===== src/rtl/alu_pkg.sv =====
// alu_pkg: shared definitions for the ALU issue/execute interface.
//   alu_op_e        4-bit ALUOp encodings understood by the execute-stage ALU
//   OPC_*           RV32I major opcodes recognised by the issue stage
//   issue_payload_t registered payload handed from issue to execute
package alu_pkg;

  localparam int unsigned ALU_XLEN = 32;

  typedef enum logic [3:0] {
    ALU_ADD  = 4'b0000,
    ALU_SUB  = 4'b1000,
    ALU_SLL  = 4'b0001,
    ALU_SLT  = 4'b0010,
    ALU_SLTU = 4'b0011,
    ALU_XOR  = 4'b0100,
    ALU_SRL  = 4'b0101,
    ALU_SRA  = 4'b1101,
    ALU_OR   = 4'b0110,
    ALU_AND  = 4'b0111
  } alu_op_e;

  localparam logic [6:0] OPC_OP     = 7'b0110011;
  localparam logic [6:0] OPC_OPIMM  = 7'b0010011;
  localparam logic [6:0] OPC_LUI    = 7'b0110111;
  localparam logic [6:0] OPC_AUIPC  = 7'b0010111;
  localparam logic [6:0] OPC_LOAD   = 7'b0000011;
  localparam logic [6:0] OPC_STORE  = 7'b0100011;
  localparam logic [6:0] OPC_BRANCH = 7'b1100011;

  localparam logic [6:0] F7_BASE = 7'b0000000;
  localparam logic [6:0] F7_ALT  = 7'b0100000;

  typedef struct packed {
    alu_op_e               alu_op;
    logic [ALU_XLEN-1:0]   op_a;
    logic [ALU_XLEN-1:0]   op_b;
    logic                  illegal;
    logic                  br_negate;
  } issue_payload_t;

endpackage


===== src/rtl/skid_buffer.sv =====
// skid_buffer: generic 2-entry (main + skid) valid/ready buffer.
//   clk, rst          clock, asynchronous active-high reset
//   in_valid/in_ready upstream handshake; in_ready comes straight from a flop
//   in_data           upstream payload of type T
//   out_valid/out_ready downstream handshake
//   out_data          payload held in the main entry
// Order is strict FIFO; skid is only ever occupied while main is occupied.
module skid_buffer #(
  parameter type T = logic [7:0]
) (
  input  logic clk,
  input  logic rst,
  input  logic in_valid,
  output logic in_ready,
  input  T     in_data,
  output logic out_valid,
  input  logic out_ready,
  output T     out_data
);

  T     main_q;
  T     skid_q;
  logic main_full;
  logic skid_full;
  logic accept;
  logic drain;

  assign accept = in_valid && !skid_full;
  assign drain  = main_full && out_ready;

  always_ff @(posedge clk or posedge rst) begin
    if (rst) begin
      main_full <= 1'b0;
      skid_full <= 1'b0;
      main_q    <= '0;
      skid_q    <= '0;
    end else begin
      if (!main_full) begin
        // skid is necessarily empty here
        if (accept) begin
          main_q    <= in_data;
          main_full <= 1'b1;
        end
      end else if (!drain) begin
        // main stalled: a new arrival parks in skid, which closes in_ready
        if (accept) begin
          skid_q    <= in_data;
          skid_full <= 1'b1;
        end
      end else if (skid_full) begin
        // older skid entry moves forward; no accept is possible this cycle
        main_q    <= skid_q;
        skid_full <= 1'b0;
      end else if (accept) begin
        main_q <= in_data;
      end else begin
        main_full <= 1'b0;
      end
    end
  end

  assign in_ready  = !skid_full;
  assign out_valid = main_full;
  assign out_data  = main_q;

endmodule


===== src/rtl/alu_issue_stage.sv =====
// alu_issue_stage: RV32I decode into ALUOp / operand A / operand B, registered
// toward the execute-stage ALU behind a 2-entry skid buffer.
//   clk, rst             clock, asynchronous active-high reset
//   in_valid, in_ready   upstream handshake (in_ready registered)
//   instr, pc            instruction word and its address
//   rs1_data, rs2_data   register-file read values
//   out_valid, out_ready downstream handshake toward the ALU
//   alu_op, op_a, op_b   ALU controls and operands
//   illegal              instruction not decodable
//   br_negate            branch condition is the inverse of the ALU result
// Parameters: XLEN (must be 32), ZERO_ILLEGAL (zero operands of illegal instrs).
// Build option: define ALU_ISSUE_BRANCH_EN to decode conditional branches;
// otherwise BRANCH is illegal and br_negate is always 0.
module alu_issue_stage
  import alu_pkg::*;
#(
  parameter int XLEN         = 32,
  parameter int ZERO_ILLEGAL = 1
) (
  input  logic            clk,
  input  logic            rst,
  input  logic            in_valid,
  output logic            in_ready,
  input  logic [31:0]     instr,
  input  logic [XLEN-1:0] pc,
  input  logic [XLEN-1:0] rs1_data,
  input  logic [XLEN-1:0] rs2_data,
  output logic            out_valid,
  input  logic            out_ready,
  output logic [3:0]      alu_op,
  output logic [XLEN-1:0] op_a,
  output logic [XLEN-1:0] op_b,
  output logic            illegal,
  output logic            br_negate
);

  if (XLEN != 32) begin : g_xlen_check
    $error("alu_issue_stage: only XLEN=32 is supported");
  end

  logic [6:0]      opcode;
  logic [2:0]      f3;
  logic [6:0]      f7;
  logic            b30;
  logic [XLEN-1:0] i_imm;
  logic [XLEN-1:0] s_imm;
  logic [XLEN-1:0] u_imm;
  logic [XLEN-1:0] shamt;
  logic            legal;
  issue_payload_t  dec;
  issue_payload_t  pl_out;

  assign opcode = instr[6:0];
  assign f3     = instr[14:12];
  assign f7     = instr[31:25];
  assign b30    = instr[30];
  assign i_imm  = {{(XLEN-12){instr[31]}}, instr[31:20]};
  assign s_imm  = {{(XLEN-12){instr[31]}}, instr[31:25], instr[11:7]};
  assign u_imm  = {instr[31:12], 12'b0};
  assign shamt  = {{(XLEN-5){1'b0}}, instr[24:20]};

  always_comb begin
    dec           = '0;
    dec.alu_op    = ALU_ADD;
    dec.op_a      = rs1_data;
    dec.op_b      = rs2_data;
    legal         = 1'b1;
    case (opcode)
      OPC_OP: begin
        dec.alu_op = alu_op_e'({b30, f3});
        legal = (f7 == F7_BASE) ||
                ((f7 == F7_ALT) && ((f3 == 3'b000) || (f3 == 3'b101)));
      end
      OPC_OPIMM: begin
        dec.op_b = i_imm;
        case (f3)
          3'b001: begin
            dec.alu_op = ALU_SLL;
            dec.op_b   = shamt;
            legal      = (f7 == F7_BASE);
          end
          3'b101: begin
            dec.alu_op = b30 ? ALU_SRA : ALU_SRL;
            dec.op_b   = shamt;
            legal      = (f7 == F7_BASE) || (f7 == F7_ALT);
          end
          // instr[30] is immediate data here, never an op modifier
          default: dec.alu_op = alu_op_e'({1'b0, f3});
        endcase
      end
      OPC_LUI: begin
        dec.op_a = '0;
        dec.op_b = u_imm;
      end
      OPC_AUIPC: begin
        dec.op_a = pc;
        dec.op_b = u_imm;
      end
      OPC_LOAD:  dec.op_b = i_imm;
      OPC_STORE: dec.op_b = s_imm;
`ifdef ALU_ISSUE_BRANCH_EN
      OPC_BRANCH: begin
        // f3[0] selects the inverted form (BNE/BGE/BGEU vs BEQ/BLT/BLTU);
        // for BEQ the ALU does SUB, so "equal" is a zero result -> negate
        case (f3[2:1])
          2'b00: dec.alu_op = ALU_SUB;
          2'b10: dec.alu_op = ALU_SLT;
          2'b11: dec.alu_op = ALU_SLTU;
          default: legal = 1'b0;
        endcase
        dec.br_negate = (f3 == 3'b000) || (f3 == 3'b101) || (f3 == 3'b111);
      end
`endif
      default: legal = 1'b0;
    endcase

    if (!legal) begin
      dec.alu_op    = ALU_ADD;
      dec.illegal   = 1'b1;
      dec.br_negate = 1'b0;
      if (ZERO_ILLEGAL != 0) begin
        dec.op_a = '0;
        dec.op_b = '0;
      end else begin
        dec.op_a = rs1_data;
        dec.op_b = rs2_data;
      end
    end
  end

  skid_buffer #(
    .T(issue_payload_t)
  ) u_skid (
    .clk       (clk),
    .rst       (rst),
    .in_valid  (in_valid),
    .in_ready  (in_ready),
    .in_data   (dec),
    .out_valid (out_valid),
    .out_ready (out_ready),
    .out_data  (pl_out)
  );

  assign alu_op    = pl_out.alu_op;
  assign op_a      = pl_out.op_a;
  assign op_b      = pl_out.op_b;
  assign illegal   = pl_out.illegal;
  assign br_negate = pl_out.br_negate;

endmodule


===== config.mk =====
export PLATFORM = sky130hd
export DESIGN_NAME = alu_issue_stage
export DESIGN_NICKNAME = d
export VERILOG_FILES = /design/src/rtl/alu_pkg.sv /design/src/rtl/skid_buffer.sv /design/src/rtl/alu_issue_stage.sv
export SDC_FILE = /design/constraint.sdc
export NUM_CORES = 1
export LEC_CHECK = 0
export BUFFER_PORTS_ARGS = -buffer_cell sky130_fd_sc_hd__buf_2
export CAP_MARGIN = 20
export CORE_ASPECT_RATIO = 0.75
export CORE_MARGIN = 2
export CORE_UTILIZATION = 47
export CTS_BUF_LIST = sky130_fd_sc_hd__clkbuf_4
export DETAILED_ROUTE_END_ITERATION = 10
export GPL_ROUTABILITY_DRIVEN = 0
export PLACE_DENSITY = 0.7
export SKIP_LAST_GASP = 1
export SLEW_MARGIN = 15
export SYNTH_ARGS = -nofsm -noshare
export SYNTH_HDL_FRONTEND = slang
export SYNTH_HIERARCHICAL = 1
export SYNTH_SLANG_ARGS = --single-unit

===== constraint.sdc =====
create_clock -name clk -period 5.5 [get_ports clk]
set_input_delay 0.55 -clock clk [delete_from_list [all_inputs] [get_ports clk]]
set_output_delay 0.55 -clock clk [all_outputs]
set_load 0.02 [all_outputs]

==> metrics <==
status=completed; clock share of power=15.5%; area of the multi-input gates=4040 sq um; area taken by flip-flops and latches=3550 sq um; Die Ht=117 um; top-count cell post-synth=dfrtp_1; Worst Path Max Fanout=38; Nets=956; worst setup margin=2.46 ns; Die Area=18200 sq um; number of flops mapped to enable cells by yosys=0; total wire length=22.3 mm; number of max-cap violations=0; drt initial violations=551; PortBufs=203; proportion of layout cells with a drive suffix above 1=43.3%; Post-Place Setup Slack=2.09 ns; Seq/Total Area, Yosys=44.2%; YS warnings=6; WL/cell=21.2 um; clk_lat worst skew=0.55 ns; Area contributors post-synth=dfrtp_1, a2bb2oi_2, mux2_1; post-CTS setup buffers=0; clock sink total=142; first-pass GRT wire length=34.4 mm; Avg Inst Size Synth=12.2 sq um; post-route ant nets=0; Vias/cell=6.13; CTS root buffer=clkbuf_4; clock-pin slew on the worst setup and hold paths=0.13 ns; fin crit share=55.3%; core area=16800 sq um; Syn-to-layout area delta=15.6%; Syn Inst Count=660; vias in the first global route=6222; I/O Pins=204; Yosys reg bits=142; Max Slew Vio Count=0; Netlist cell types=49; Rows=41; drt first pass iters=6; critical setup path kind=flop to flop; utilization after layout=55.4%; Psw=1810 uW; # setup viols final=0; clock buffer depth=2; Comb power frac=48.8%; RSZ-0062 raised after global routing=false; Worst-Margin Slew=1.10 ns; CP required=5.93 ns; Hold Vio Cnt, Final=0; DR vias=6454; CTS buffer count=17; post-CTS resize count=0; Mapped Area=8040 sq um; CTS tree=done; Pleak=0.00426 uW; fmax=329 MHz; DRC=0; max_slew headroom=26.8%; HPWL Detailed=14.8 mm; area leader, netlist=dfrtp_1; maximum VDD drop=436 uV; antenna violations before repair=1; minimum clock period=3.04 ns; CTS H-tree depth=4; Seq pwr share=35.7%; Synth Flop Type=dfrtp_1; Critical Path Sink Type=flop; Internal Power=2590 uW; Post-synth top cells=dfrtp_1, mux2_1, o22ai_1; Die Width=155 um; crit path launch type=flop; Initial Util=47.9%; ys async rst share=100%; Tot GR Track Use=24.5%; Clock Skew=0.0139 ns; Worst Path Arrival=3.48 ns; Switching Share=41.1%; CTS Hold Buffers Added=0; # fillers=1468; pwr/cell area=473 nW/um^2; worst hold path type=input port to asynchronous set/reset pin; setup TNS=0 ns; WHS=0.172 ns; Synth top area share=44.2%; largest net degree at the start of global routing=100; grt total ovfl=0
==> worst max-delay path: stages (launching register included) <==
cell,delay (ns)
dfrtp_1,0.48
nand2b_4,0.43
nor2_4,1.00
buf_4,0.61
mux2_1,0.38
==> layout make-up <==
type / count / area share [%]
Multi-Input combinational cell: 442 / 43.4
Sequential cell: 142 / 38.2
Timing Repair Buffer: 218 / 12.3
Tap cell: 215 / 2.89
Clock inverter: 13 / 1.52
Clock buffer: 18 / 1.45
Inverter: 3 / 0.175
Antenna cell: 1 / 0.0269
==> per-layer routing <==
layer  GRT usage (%)  wire length, um  up-vias
met5               0                0        -
met4            7.47              324        0
met3            6.04             1470       28
met2            38.6            10600      229
met1            33.6             9890     3265
li1                -                -     2932
==> path summary, 6_finish.rpt <==
kind / from / depth (start not counted) / end / slack [ns]
setup / recovery: u_skid/out_valid / 4 / u_skid/skid_q[43] / 2.46
hold / removal: rst / 2 / u_skid/out_data[54] / 0.17
setup reg to reg: u_skid/out_valid / 4 / u_skid/skid_q[43] / 2.46
hold reg to reg: u_skid/skid_q[39] / 1 / u_skid/skid_q[39] / 0.50
max in group asynchronous: rst / 3 / u_skid/out_data[27] / 4.18
min in group clk: out_ready / 2 / u_skid/skid_full / 0.18
==> cells by family after synthesis <==
family,share of synthesized area (%)
buffers and inverters,6.07
multiplexers,9.95
other,0.0466
AO/OA/AOI/OAI,31.7
AND/OR/NAND/NOR,7.89
flip-flops,44.2
XOR/XNOR,0.109
==> sequential cells by signal, summed over array words and instances, names as in the netlist <==
name	cells
u_skid/out_data	70
u_skid/out_valid	1
u_skid/skid_full	1
u_skid/skid_q	70
==> through the flow <==
stage / cell area [sq um] / std cells / power (uW)
after floorplan: 8040 / 661 / 3230
after global placement: 9000 / 1019 / 3720
after detailed placement: 9000 / 1019 / 3750
after CTS: 9270 / 1050 / 4440
after global routing: 9300 / 1052 / 4650
final: 9300 / 1052 / 4400
==> power by group through the flow <==
stage,logic [uW],registers [uW],clock network [uW]
final,2150,1570,681
after global routing,2280,1620,747
after CTS,2170,1580,697
after detailed placement,2160,1600,0
after global placement,2130,1590,0
after floorplan,1350,1880,0
==> layout by cell type, fill, tap and decap left out, drive strengths merged, types with 2 or more instances in the layout <==
| master | instances |
|---|---|
| nand2b | 4 |
| o2111ai | 26 |
| nor2 | 3 |
| a22o | 6 |
| buf | 218 |
| mux2 | 71 |
| conb | 2 |
| a2bb2oi | 69 |
| a22oi | 58 |
| inv | 5 |
| o22a | 5 |
| nand3 | 4 |
| clkinvlp | 5 |
| a21oi | 8 |
| nand3b | 32 |
| clkinv | 4 |
| dfrtp | 142 |
| bufinv | 2 |
| clkbuf | 18 |
| o21ai | 7 |
| o22ai | 70 |
| nand2 | 56 |
(Power assumes the default switching activity.)
